<file path="config.mk">
export PLATFORM = sky130hd
export DESIGN_NAME = op_encoder_tx
export DESIGN_NICKNAME = d
export VERILOG_FILES = /design/src/rtl/op_encoder_tx_pkg.sv /design/src/rtl/op_encoder_tx_bit_timer.sv /design/src/rtl/op_encoder_tx.sv
export SDC_FILE = /design/constraint.sdc
export NUM_CORES = 1
export LEC_CHECK = 0
export CORE_UTILIZATION = 57
export CTS_BUF_LIST = sky130_fd_sc_hd__clkbuf_8
export CTS_CLUSTER_SIZE = 14
export DETAILED_ROUTE_END_ITERATION = 16
export PLACE_DENSITY = 0.89
export SKIP_LAST_GASP = 1
export SYNTH_ARGS = -nofsm -noshare
export SYNTH_HDL_FRONTEND = slang
export SYNTH_SLANG_ARGS = --single-unit
</file>
<file path="constraint.sdc">
create_clock -name clk -period 5.95 [get_ports clk]
set_clock_uncertainty 0.1 [all_clocks]
set_input_delay 0.8925 -clock clk [delete_from_list [all_inputs] [get_ports clk]]
set_output_delay 0.8925 -clock clk [all_outputs]
set_load 0.01 [all_outputs]
</file>
<file path="src/rtl/op_encoder_tx_pkg.sv">
// -----------------------------------------------------------------------------
// op_encoder_tx_pkg
// Shared definitions for the monitor-to-host op encoder (and its decoder twin):
//   - op codes for the three packet types
//   - transmit FSM state encoding
//   - frame lengths in bits per packet type
// Optional feature macro: NEXTASIC_TX_PARITY_EN (adds one even-parity bit
// before the stop bit, lengthening every frame by one bit).
// -----------------------------------------------------------------------------
package op_encoder_tx_pkg;

    localparam logic [7:0] OP_AUDIO_REQ = 8'h07;  // short packet
    localparam logic [7:0] OP_MIC_DATA  = 8'hC7;  // long packet
    localparam logic [7:0] OP_KBD_DATA  = 8'hDD;  // long packet

    localparam int OP_BITS   = 8;
    localparam int DATA_BITS = 32;

`ifdef NEXTASIC_TX_PARITY_EN
    localparam int PARITY_BITS = 1;
`else
    localparam int PARITY_BITS = 0;
`endif

    // start + op + [parity] + stop, and the same plus the data word
    localparam int SHORT_FRAME_BITS = 1 + OP_BITS + PARITY_BITS + 1;
    localparam int LONG_FRAME_BITS  = SHORT_FRAME_BITS + DATA_BITS;

    typedef enum logic [2:0] {
        ST_IDLE,
        ST_START,
        ST_OP,
        ST_DATA,
        ST_PARITY,
        ST_STOP,
        ST_GAP
    } tx_state_t;

endpackage

</file>
<file path="src/rtl/op_encoder_tx_bit_timer.sv">
// -----------------------------------------------------------------------------
// op_encoder_tx_bit_timer
// Free-running 0..BIT_CYCLES-1 cycle counter that paces the serial line.
// Ports:
//   clk, reset : clock and asynchronous active-high reset
//   restart    : synchronous restart, counter returns to 0 on the next edge
//   bit_tick   : high during the last cycle of a bit time (counter wraps after)
//   pre_tick   : high during the second-to-last cycle of a bit time, lets the
//                parent register a pulse that lands on the last cycle
// -----------------------------------------------------------------------------
module op_encoder_tx_bit_timer #(
    parameter int BIT_CYCLES = 4
) (
    input  logic clk,
    input  logic reset,
    input  logic restart,
    output logic bit_tick,
    output logic pre_tick
);

    logic [7:0] count;

    // NOTE: sequential state uses non-blocking assignments so every register
    // samples pre-edge values, independent of statement order.
    always_ff @(posedge clk or posedge reset) begin
        if (reset) begin
            count <= '0;
        end else if (restart || bit_tick) begin
            count <= '0;
        end else begin
            count <= count + 8'd1;
        end
    end

    assign bit_tick = (count == 8'(BIT_CYCLES - 1));
    assign pre_tick = (count == 8'(BIT_CYCLES - 2));

endmodule

</file>
<file path="src/rtl/op_encoder_tx.sv">
// -----------------------------------------------------------------------------
// op_encoder_tx
// Frames and serialises monitor-to-host packets onto the from_mon line.
// Three sources arbitrated by fixed priority (audio > mic > kbd). Each frame:
// start bit (1), 8 op bits MSB first, 32 data bits for long packets,
// [even parity], stop bit (0), then GAP_BITS idle bit times.
// Optional feature macro: NEXTASIC_TX_PARITY_EN (parity bit before stop).
// Parameters:
//   BIT_CYCLES : clock cycles per serial bit (2..255)
//   GAP_BITS   : idle bit times after each frame (0..15)
// Ports:
//   clk, reset                 : clock, asynchronous active-high reset
//   audio_req_valid / _ack     : audio-sample request (short packet)
//   mic_valid, mic_data, mic_ack : mic data (long packet)
//   kbd_valid, kbd_data, kbd_ack : keyboard/mouse data (long packet)
//   from_mon                   : serial output, idle 0
//   busy                       : acceptance through end of gap
//   frame_done                 : pulse on the last cycle of the stop bit
// All outputs are registered.
// -----------------------------------------------------------------------------
module op_encoder_tx
    import op_encoder_tx_pkg::*;
#(
    parameter int BIT_CYCLES = 4,
    parameter int GAP_BITS   = 2
) (
    input  logic        clk,
    input  logic        reset,
    input  logic        audio_req_valid,
    output logic        audio_req_ack,
    input  logic        mic_valid,
    input  logic [31:0] mic_data,
    output logic        mic_ack,
    input  logic        kbd_valid,
    input  logic [31:0] kbd_data,
    output logic        kbd_ack,
    output logic        from_mon,
    output logic        busy,
    output logic        frame_done
);

    // Last bit index of the gap; unreachable when GAP_BITS is 0.
    localparam logic [5:0] GAP_LAST = (GAP_BITS == 0) ? 6'd0 : 6'(GAP_BITS - 1);

    tx_state_t   state;
    logic [5:0]  bit_idx;
    logic [39:0] shreg;     // {op, data}; bit 39 is the bit on the line
    logic        is_long;
`ifdef NEXTASIC_TX_PARITY_EN
    logic        par_bit;
`endif

    logic        bit_tick;
    logic        pre_tick;

    // Arbitration winner
    logic        any_valid;
    logic [7:0]  win_op;
    logic [31:0] win_data;
    logic        win_long;
    logic [2:0]  win_ack;   // {audio, mic, kbd}

    // What follows the last op/data bit
    tx_state_t   tail_state;
    logic        tail_bit;

    logic        frame_end;
    logic        accept;

    op_encoder_tx_bit_timer #(
        .BIT_CYCLES (BIT_CYCLES)
    ) u_bit_timer (
        .clk      (clk),
        .reset    (reset),
        .restart  (state == ST_IDLE),
        .bit_tick (bit_tick),
        .pre_tick (pre_tick)
    );

    always_comb begin
        // NOTE: every output of a combinational block gets a default first,
        // so no path leaves a value unassigned and no latch is inferred.
        any_valid = audio_req_valid | mic_valid | kbd_valid;
        win_op    = OP_KBD_DATA;
        win_data  = kbd_data;
        win_long  = 1'b1;
        win_ack   = 3'b001;
        if (audio_req_valid) begin
            win_op   = OP_AUDIO_REQ;
            win_data = '0;
            win_long = 1'b0;
            win_ack  = 3'b100;
        end else if (mic_valid) begin
            win_op   = OP_MIC_DATA;
            win_data = mic_data;
            win_ack  = 3'b010;
        end
    end

`ifdef NEXTASIC_TX_PARITY_EN
    assign tail_state = ST_PARITY;
    assign tail_bit   = par_bit;
`else
    assign tail_state = ST_STOP;
    assign tail_bit   = 1'b0;
`endif

    // The edge that would return to IDLE can accept directly, so
    // back-to-back frames carry no dead cycle beyond the gap.
    assign frame_end = bit_tick &&
                       (((state == ST_STOP) && (GAP_BITS == 0)) ||
                        ((state == ST_GAP)  && (bit_idx == GAP_LAST)));
    assign accept    = any_valid && ((state == ST_IDLE) || frame_end);

    always_ff @(posedge clk or posedge reset) begin
        if (reset) begin
            state         <= ST_IDLE;
            bit_idx       <= '0;
            // NOTE: the shift register is a handful of flops, not a memory
            // array, so it is reset with the rest to keep a known state.
            shreg         <= '0;
            is_long       <= 1'b0;
`ifdef NEXTASIC_TX_PARITY_EN
            par_bit       <= 1'b0;
`endif
            from_mon      <= 1'b0;
            busy          <= 1'b0;
            audio_req_ack <= 1'b0;
            mic_ack       <= 1'b0;
            kbd_ack       <= 1'b0;
            frame_done    <= 1'b0;
        end else begin
            audio_req_ack <= 1'b0;
            mic_ack       <= 1'b0;
            kbd_ack       <= 1'b0;
            frame_done    <= (state == ST_STOP) && pre_tick;

            if (accept) begin
                state    <= ST_START;
                bit_idx  <= '0;
                shreg    <= {win_op, win_data};
                is_long  <= win_long;
`ifdef NEXTASIC_TX_PARITY_EN
                par_bit  <= ^{win_op, win_data};  // audio data is zero
`endif
                from_mon <= 1'b1;
                busy     <= 1'b1;
                {audio_req_ack, mic_ack, kbd_ack} <= win_ack;
            end else if (bit_tick) begin
                unique case (state)
                    ST_START: begin
                        state    <= ST_OP;
                        bit_idx  <= '0;
                        from_mon <= shreg[39];
                    end
                    ST_OP: begin
                        shreg <= shreg << 1;
                        if (bit_idx == 6'd7) begin
                            bit_idx <= '0;
                            if (is_long) begin
                                state    <= ST_DATA;
                                from_mon <= shreg[38];
                            end else begin
                                state    <= tail_state;
                                from_mon <= tail_bit;
                            end
                        end else begin
                            bit_idx  <= bit_idx + 6'd1;
                            from_mon <= shreg[38];
                        end
                    end
                    ST_DATA: begin
                        shreg <= shreg << 1;
                        if (bit_idx == 6'd31) begin
                            bit_idx  <= '0;
                            state    <= tail_state;
                            from_mon <= tail_bit;
                        end else begin
                            bit_idx  <= bit_idx + 6'd1;
                            from_mon <= shreg[38];
                        end
                    end
`ifdef NEXTASIC_TX_PARITY_EN
                    ST_PARITY: begin
                        state    <= ST_STOP;
                        bit_idx  <= '0;
                        from_mon <= 1'b0;
                    end
`endif
                    ST_STOP: begin
                        bit_idx  <= '0;
                        from_mon <= 1'b0;
                        if (GAP_BITS == 0) begin
                            state <= ST_IDLE;
                            busy  <= 1'b0;
                        end else begin
                            state <= ST_GAP;
                        end
                    end
                    ST_GAP: begin
                        if (bit_idx == GAP_LAST) begin
                            state   <= ST_IDLE;
                            bit_idx <= '0;
                            busy    <= 1'b0;
                        end else begin
                            bit_idx <= bit_idx + 6'd1;
                        end
                    end
                    default: begin
                        state    <= ST_IDLE;
                        bit_idx  <= '0;
                        from_mon <= 1'b0;
                    end
                endcase
            end
        end
    end

endmodule

</file>
Yosys cells after proc, flatten, opt, wreduce, memory -nomap -nowiden

Index checks and enable logic that the tools add are counted.

Flip-flop bits (word level): 64
Input bits: 69
Output and inout port bits: 6
Logic and storage cells: 82

$add $sub $neg: 2
Equality and inequality tests: 14
Mux-type cells: 37
Bitwise logic cells: 2
Reductions and logical operators: 16

Operator list:

| kind                | count |
|---|---|
| $mux 40             | 3 |
| $mux 32             | 2 |
| $mux 6              | 5 |
| $mux 3              | 7 |
| $pmux 6 s3          | 1 |
| $eq 8x2->1 const B  | 2 |
| $mux 8              | 2 |
| $pmux 3 s5          | 1 |
| $mux 1              | 13 |
| $add 8x1->8 const B | 1 |
| $reduce_bool 2->1   | 4 |
| $add 6x1->6 const B | 1 |
| $eq 3x2->1 const B  | 2 |
| $eq 3x3->1 const B  | 2 |
| $eq 6x1->1 const B  | 1 |
| $eq 6x3->1 const B  | 1 |
| $eq 6x5->1 const B  | 1 |
| $ne 3x3->1 const B  | 2 |
| $mux 5              | 1 |
| $logic_and 1x1->1   | 4 |
| $pmux 1 s4          | 1 |
| $reduce_and 2->1    | 2 |
| $reduce_and 4->1    | 1 |
| $eq 3x1->1 const B  | 1 |
| other kinds (8)     | 10 |

Depth between registers and ports, before layout

Gate-level depths: netlist of the first run.

Word-level depth: 7
Gate-level depth with buffers: 9
Mapped depth without buffers: 7

Cells and area by module

Synthesis of the first run repeated with hierarchy kept, for this count alone.

Cells, all modules: 362
Area, all modules: 3684.8 um^2

Modules (own cells, without submodules):

| module                  | instances | cells an instance | area an instance (um^2) | seq. area each (um^2) |
|---|---|---|---|---|
| op_encoder_tx           | 1         | 320               | 3286.9                  | 1401.3 |
| op_encoder_tx_bit_timer | 1         | 42                | 397.9                   | 200.2 |

Worst setup path after synthesis of the first run

Ideal clock, no wire load.

Path kind: input -> register
From: in kbd_valid
To: reg shreg[1]
Library setup time: 0.124 ns
Arrival time: 2.097 ns
Required time: 5.726 ns
Setup slack: 3.629 ns
Stages on the path: 8
Buffers on the path: 3
Path through: clkbuf_1 -> nor3_1 -> nor2_1 -> a311o_2 -> buf_6 -> buf_8 -> nor2_1 -> a21oi_2

Cells in the longest elaborated chain, start to end: 4
Elaborated cells between the ends (all ways): 6
Those cells by class: mux: 1; bitwise: 1; reduce/logical: 4

Ends and longest elaborated chain:

| item                        | RTL line             | RTL |
|---|---|---|
| start, declared             | op_encoder_tx.sv:34  | `input logic kbd_valid,` |
| $or 1x1->1 (*)              | op_encoder_tx.sv:83  | `any_valid = audio_req_valid \| mic_valid \| kbd_valid;` |
| $logic_and 1x1->1 (*)       | op_encoder_tx.sv:113 | `assign accept = any_valid && ((state == ST_IDLE) \|\| frame_end);` |
| $reduce_bool 2->1 (no line) | -                    |  |
| $reduce_and 2->1 (no line)  | -                    |  |
| end signal, assigned        | op_encoder_tx.sv:141 | `shreg <= {win_op, win_data};` |
| end signal, assigned        | op_encoder_tx.sv:157 | `shreg <= shreg << 1;` |
| end signal, assigned        | op_encoder_tx.sv:173 | `shreg <= shreg << 1;` |
| end, declared               | op_encoder_tx.sv:47  | `logic [39:0] shreg;` |

Every way passes the cells marked *; elsewhere a longest branch is shown, timed or not.
A chain may end at the register's enable or synchronous reset.

Final worst setup path of the first run

From: in kbd_valid
To: reg shreg[2]

The elaborated chain is that of the path after synthesis.

==> flow_summary.toml, run 1 <==
[synthesis]
async_flop_share_pct = 100
synth_cell_types = 54
ys_warn_count = 0
ys_ff_latch = 64
syn_area_um2 = 3620
synth-edff-count = 0
synth.avg_cell_area_um2 = 8.73
seq_area_frac_synth_pct = 44.2
synth.net_count = 488
synth_cells = 415
synth-main-ff-cell = "dfrtp_1"

[sta]
fin_ws_ns = 2.49
setup_viol = 0
max_freq_ghz = 0.289
finalCriticalPeriod_ns = 3.46
setup_tns_ns = 0
slew_headroom_pct = 18.4
maxSlewViolCount = 0
grt_setup_unrepaired = "false"
whs_ns = 0.393
hold_violations = 0
fin_crit_sh_pct = 58.1
worstMarginPinSlew_ns = 1.22

[global_route]
grt_max_degree = 67
grtUsageTotal_pct = 26.6
grt_pass1_wl_mm = 13.3
antenna_found_initial = 0
grt_pass1_vias = 2881
overflow = 0

[critical_path]
critPathSlowestCell = "a311o_2"
worstSetupStartpointType = "input pin"
endpoint_kind = "flop"
worstPathCellList = "clkdlybuf4s50_1 -> buf_4 -> nor3_1 -> nor3_1 -> a311o_2 -> buf_4 -> nor2_1 -> a21oi_2"
crit_fanout = 54
required_ns = 6.12
r2r_start = "u_bit_timer.count[0]"
critical_path.top_delay_family = "buffers and inverters"
critPathBufInv = 3
worst-setup-path-type = "in2reg"
startpoint = "kbd_valid"
max_stage_delay_ns = 0.90
cp_data_arrival_time_ns = 3.63

[finish]
drive_gt1_share_pct = 11.9
fin_util_pct = 75.5
finalNetCount = 548
diodes = 0
area_growth_pct = 25.6
mostFrequentLayoutCell = "clkdlybuf4s50_1"
stdcell_area_um2 = 4550
layout_common_cells = "73 x clkdlybuf4s50_1, 69 x nand2_1, 64 x dfrtp_1"
fillers = 420

[place]
finalWeightedCongestion = 0.846
io_buffer_count = 74
dp_hpwl_mm = 5.67
placed_cell_area_um2 = 4310
post-place-ws_ns = 2.16

[power_and_ir_drop]
p_switching_uw = 753
p_seq_share_pct = 37.2
internal-power_uw = 1230
leakage_uw = 0.00186
combPwrFrac_pct = 40.3
p_per_area_nw_per_um2 = 435
clkPwrFrac_pct = 22.5
irDropWorstVdd_mv = 0.309
sw_frac_of_total_pct = 38.1

[clock_network]
cts_max_path_buffers = 2
clk_pin_slew_ns = 0.07
hold_buffers = 0
clockRootBuffer = "clkbuf_8"
clock-sinks = 64
insertion_delay_ns = 0.35
cts_resized = 0
postCtsSetupRepairBufs = 0
cts_buffers = 9
cts_tree = "built"
htreeDepth = 3

[hold_path]
min_from = "busy"
hp-class = "reg2reg"

[route]
wire_per_inst_um = 15.1
ant_nets = 0
route.vias.total = 3231
drc = 0
drt_iter0_drc = 222
wl_mm = 8.36
via_per_inst = 5.82
drtPass1Iterations = 5

[floorplan]
rows = 28
io-pin-count = 75
die_x_um = 81.7
core_um2 = 6030
die_h_um = 81.7
start_util_pct = 60.1
die-area_um2 = 6680

[job]
drv_cap = 0

[outcome]
status = "completed"
## layout make-up
cell class / instances / area [µm²] / area share [%]
timing repair buffer: 78 / 766 / 16.8
tap: 75 / 93.8 / 2.06
clock buffer: 9 / 124 / 2.72
inverter: 8 / 30.0 / 0.660
sequential: 64 / 1600 / 35.2
multi-input combinational: 314 / 1820 / 40.1
clock inverter: 7 / 111 / 2.45
## through the flow
stage | std cells | total power [µW]
detailed placement | 539 | 1530
global route | 555 | 2110
finish | 555 | 1980
floorplan | 415 | 1360
CTS | 555 | 1980
global placement | 539 | 1480
## Yosys cell counts (all sizes together), types with 2 or more instances
cell / count / area [µm²]
a21oi: 38 / 280
a221o: 3 / 30.0
a22oi: 31 / 233
a31oi: 2 / 12.5
and2: 2 / 12.5
and3: 3 / 18.8
and4b: 2 / 20.0
buf: 13 / 120
clkbuf: 16 / 60.1
dfrtp: 64 / 1600
ha: 4 / 50.1
inv: 8 / 30.0
nand2: 69 / 259
nand2b: 4 / 25.0
nand3: 5 / 25.0
nand4: 2 / 12.5
nand4b: 2 / 17.5
nor2: 56 / 210
nor2b: 2 / 12.5
nor3: 6 / 30.0
nor3b: 2 / 15.0
nor4: 2 / 27.5
o21ai: 44 / 224
o21bai: 2 / 15.0
o22a: 2 / 17.5
o22ai: 2 / 12.5
or2: 3 / 18.8
or3: 2 / 12.5
xnor2: 2 / 17.5
xor2: 4 / 35.0
## kinds of logic after synthesis
kind of cell               count (synthesis)  synth area share [%]
AOI/OAI and AO/OA                        135                  25.5
buffers and inverters                     37                  5.80
muxes                                      1                 0.311
adders and majority gates                  4                  1.38
xor gates and xnor gates                   6                  1.45
DFF                                       64                  44.2
and+or+nand+nor                          168                  21.3
## metal layers
layer,routed length (µm),track usage [%],vias to the layer above
li1,-,-,1581
met1,3610,35.1,1541
met2,4190,42.6,94
met3,434,7.11,15
met4,129,8.42,0
met5,0,0,-
## final timing paths
kind,endpoint,slack [ns],depth (start not counted)
setup / recovery,shreg[2],2.49,8
hold / removal,busy,0.39,2
setup reg to reg,shreg[2],2.69,7
hold reg to reg,busy,0.39,2
max in group asynchronous,audio_req_ack,4.25,3
min in group asynchronous,shreg[7],1.00,3
## registers in the layout (all words and copies together) (netlist names)
register and flops:
state 3, bit_idx 6, busy 1, u_bit_timer.count 8, shreg 40, audio_req_ack 1
is_long 1, mic_ack 1, frame_done 1, from_mon 1, kbd_ack 1
## power groups by stage
stage          Sequential (µW)  Combinational, µW  Clock (µW)
5_1_grt                    759                882         472
3_5_place_dp               737                791           0
2_1_floorplan              693                672           0
6_report                   736                797         446
4_1_cts                    733                798         452
3_3_place_gp               727                749           0
## tightest hold or removal path, stage by stage, from the launching register on
cell     delay, ns
dfrtp_1       0.36
nand2_1       0.05
nand2_1       0.05
No activity file was read; power rests on OpenSTA's default activity.
==> run 2: changes to the inputs <==
--- a/config.mk
+++ b/config.mk
@@ -5,11 +5,11 @@
 export SDC_FILE = /design/constraint.sdc
 export NUM_CORES = 1
 export LEC_CHECK = 0
-export CORE_UTILIZATION = 57
+export CORE_UTILIZATION = 48
 export CTS_BUF_LIST = sky130_fd_sc_hd__clkbuf_8
 export CTS_CLUSTER_SIZE = 14
 export DETAILED_ROUTE_END_ITERATION = 16
-export PLACE_DENSITY = 0.89
+export PLACE_DENSITY = 0.8
 export SKIP_LAST_GASP = 1
 export SYNTH_ARGS = -nofsm -noshare
 export SYNTH_HDL_FRONTEND = slang
==> constraint.sdc (replaced) <==
create_clock -name clk -period 3 [get_ports clk]
set_clock_uncertainty 0.1 [all_clocks]
set_input_delay 0.45 -clock clk [delete_from_list [all_inputs] [get_ports clk]]
set_output_delay 0.45 -clock clk [all_outputs]
set_load 0.01 [all_outputs]
==> run 2 against run 1 <==
Compared with the run above:
- sequential share of layout area down 0.49 points
- register-to-register slack worse by 2.3 ns
- first-iteration DRC count down 6.3%
- sequential power up 97%
- final cell count up 5.2%
- flip-flop and latch count unchanged
- clock-buffer cell count up 2
- final area up 1.4%
- critical path depth down 1
- utilization down 12 points
- global-route usage down 4.5 points
- critical path type is now reg2reg
- critical endpoint is now shreg[37]
==> flow_summary.toml, run 2 (synthesis results as in run 1) <==
[critical_path]
cp_data_arrival_time_ns = 2.78
worstPathCellList = "ha_1 -> or3b_2 -> nor4_4 -> a311o_2 -> buf_6 -> nand3_1 -> o21ai_0"
endpoint_kind = "flop"
crit_fanout = 72
reg2reg_depth = 7
max_stage_delay_ns = 0.52
required_ns = 3.15
worst-setup-path-type = "reg2reg"
worstSetupStartpointType = "flop"
critPathSlowestCell = "or3b_2"

[route]
wire_per_inst_um = 13.9
via_per_inst = 5.43
wl_mm = 8.12
drt_iter0_drc = 208
drtPass1Iterations = 5
route.vias.total = 3169
ant_nets = 0
drc = 0

[finish]
mostFrequentLayoutCell = "clkdlybuf4s50_1"
diodes = 0
finalNetCount = 554
largest_reg_flops = 40
area_growth_pct = 27.3
drive_gt1_share_pct = 12.8
regMostFlops = "shreg"
layout_common_cells = "73 x clkdlybuf4s50_1, 69 x nand2_1, 64 x dfrtp_1"
reg_top3 = "shreg: 40 flops, u_bit_timer.count: 8 flops, bit_idx: 6 flops"
fin_util_pct = 63.2
stdcell_area_um2 = 4610

[sta]
grt_setup_unrepaired = "false"
setup_viol = 0
fin_crit_sh_pct = 87.7
fin_ws_ns = 0.369
setup_tns_ns = 0
hold_violations = 0
slew_headroom_pct = 44.7
maxSlewViolCount = 0
worstMarginPinSlew_ns = 0.829
max_freq_ghz = 0.380
finalCriticalPeriod_ns = 2.63

[place]
placed_cell_area_um2 = 4390
post-place-ws_ns = 0.234
io_buffer_count = 74
finalWeightedCongestion = 0.912
dp_hpwl_mm = 5.73

[clock_network]
insertion_delay_ns = 0.33
clockRootBuffer = "clkbuf_8"
htreeDepth = 3
cts_buffers = 9
clock-sinks = 64
hold_buffers = 0
cts_tree = "built"
cts_max_path_buffers = 2
clk_pin_slew_ns = 0.07

[floorplan]
die-area_um2 = 7900
io-pin-count = 75
rows = 31
core_um2 = 7290
die_h_um = 88.9
start_util_pct = 49.7
die_x_um = 88.9

[global_route]
grt_max_degree = 73
overflow = 0
grt_pass1_vias = 2934
grt_pass1_wl_mm = 13.3
antenna_found_initial = 0
grtUsageTotal_pct = 22.0

[job]
drv_cap = 0

[power_and_ir_drop]
finalPower_uw = 3820
irDropWorstVdd_mv = 0.434
p_per_area_nw_per_um2 = 828
leakage_uw = 0.00189

[hold_path]
hp-class = "in2async"

[outcome]
status = "completed"
==> run 2: changes by cell type in the layout (fill, tap and decap cells not counted), sizes merged <==
| cell | change |
|---|---|
| buf | +6 |
| clkbuf | +2 |
| bufinv | -1 |
| clkinv | -1 |
| clkinvlp | -1 |
==> run 2: critical path, delay by kind of cell, from the launching register on <==
kind	cells	cell delay, ns
adders and majority gates	1	0.22
DFF	1	0.40
AOI/OAI and AO/OA	2	0.38
buffers and inverters	1	0.47
and+or+nand+nor	3	0.98
==> run 2: final cells by class <==
| cell class | instances | area, µm² |
|---|---|---|
| Clock buffer | 11 | 151 |
| Clock inverter | 4 | 68.8 |
| Fill cell | 639 | 2680 |
| Inverter | 8 | 30.0 |
| Multi-Input combinational cell | 314 | 1820 |
| Sequential cell | 64 | 1600 |
| Tap cell | 99 | 124 |
| Timing Repair Buffer | 84 | 815 |
==> run 2: where the power goes <==
part           internal [µW]  switching, µW
clock                    505            311
combinational            700            858
sequential              1200            249
total                   2400           1420
==> run 2: timing repair <==
action,4_1_cts,5_1_grt
setup endpoints to repair,0,1
gates resized for setup,0,1
buffers inserted,0,0
==> run 2: per-layer routing <==
metal / part of all wire, % / global-route usage (%) / up-vias
met4: 1.9 / 10.6 / 0
met3: 4.0 / 3.08 / 12
met2: 49 / 36.6 / 74
li1: - / - / 1584
met5: 0 / 0 / -
met1: 45 / 28.5 / 1499
==> run 2: final timing paths <==
path	slack (ns)	to	startpoint
setup / recovery	0.37	shreg[37]	u_bit_timer.count[0]
hold / removal	0.39	shreg[31]	reset
setup reg to reg	0.37	shreg[37]	u_bit_timer.count[0]
hold reg to reg	0.39	busy	busy
max in group asynchronous	1.74	audio_req_ack	reset
min in group clk	0.39	busy	busy
==> run 2: stage by stage <==
stage               cells  hold slack [ns]
floorplan             415            0.361
global placement      569            0.367
detailed placement    569            0.371
CTS                   584            0.386
global route          584            0.417
finish                584            0.387
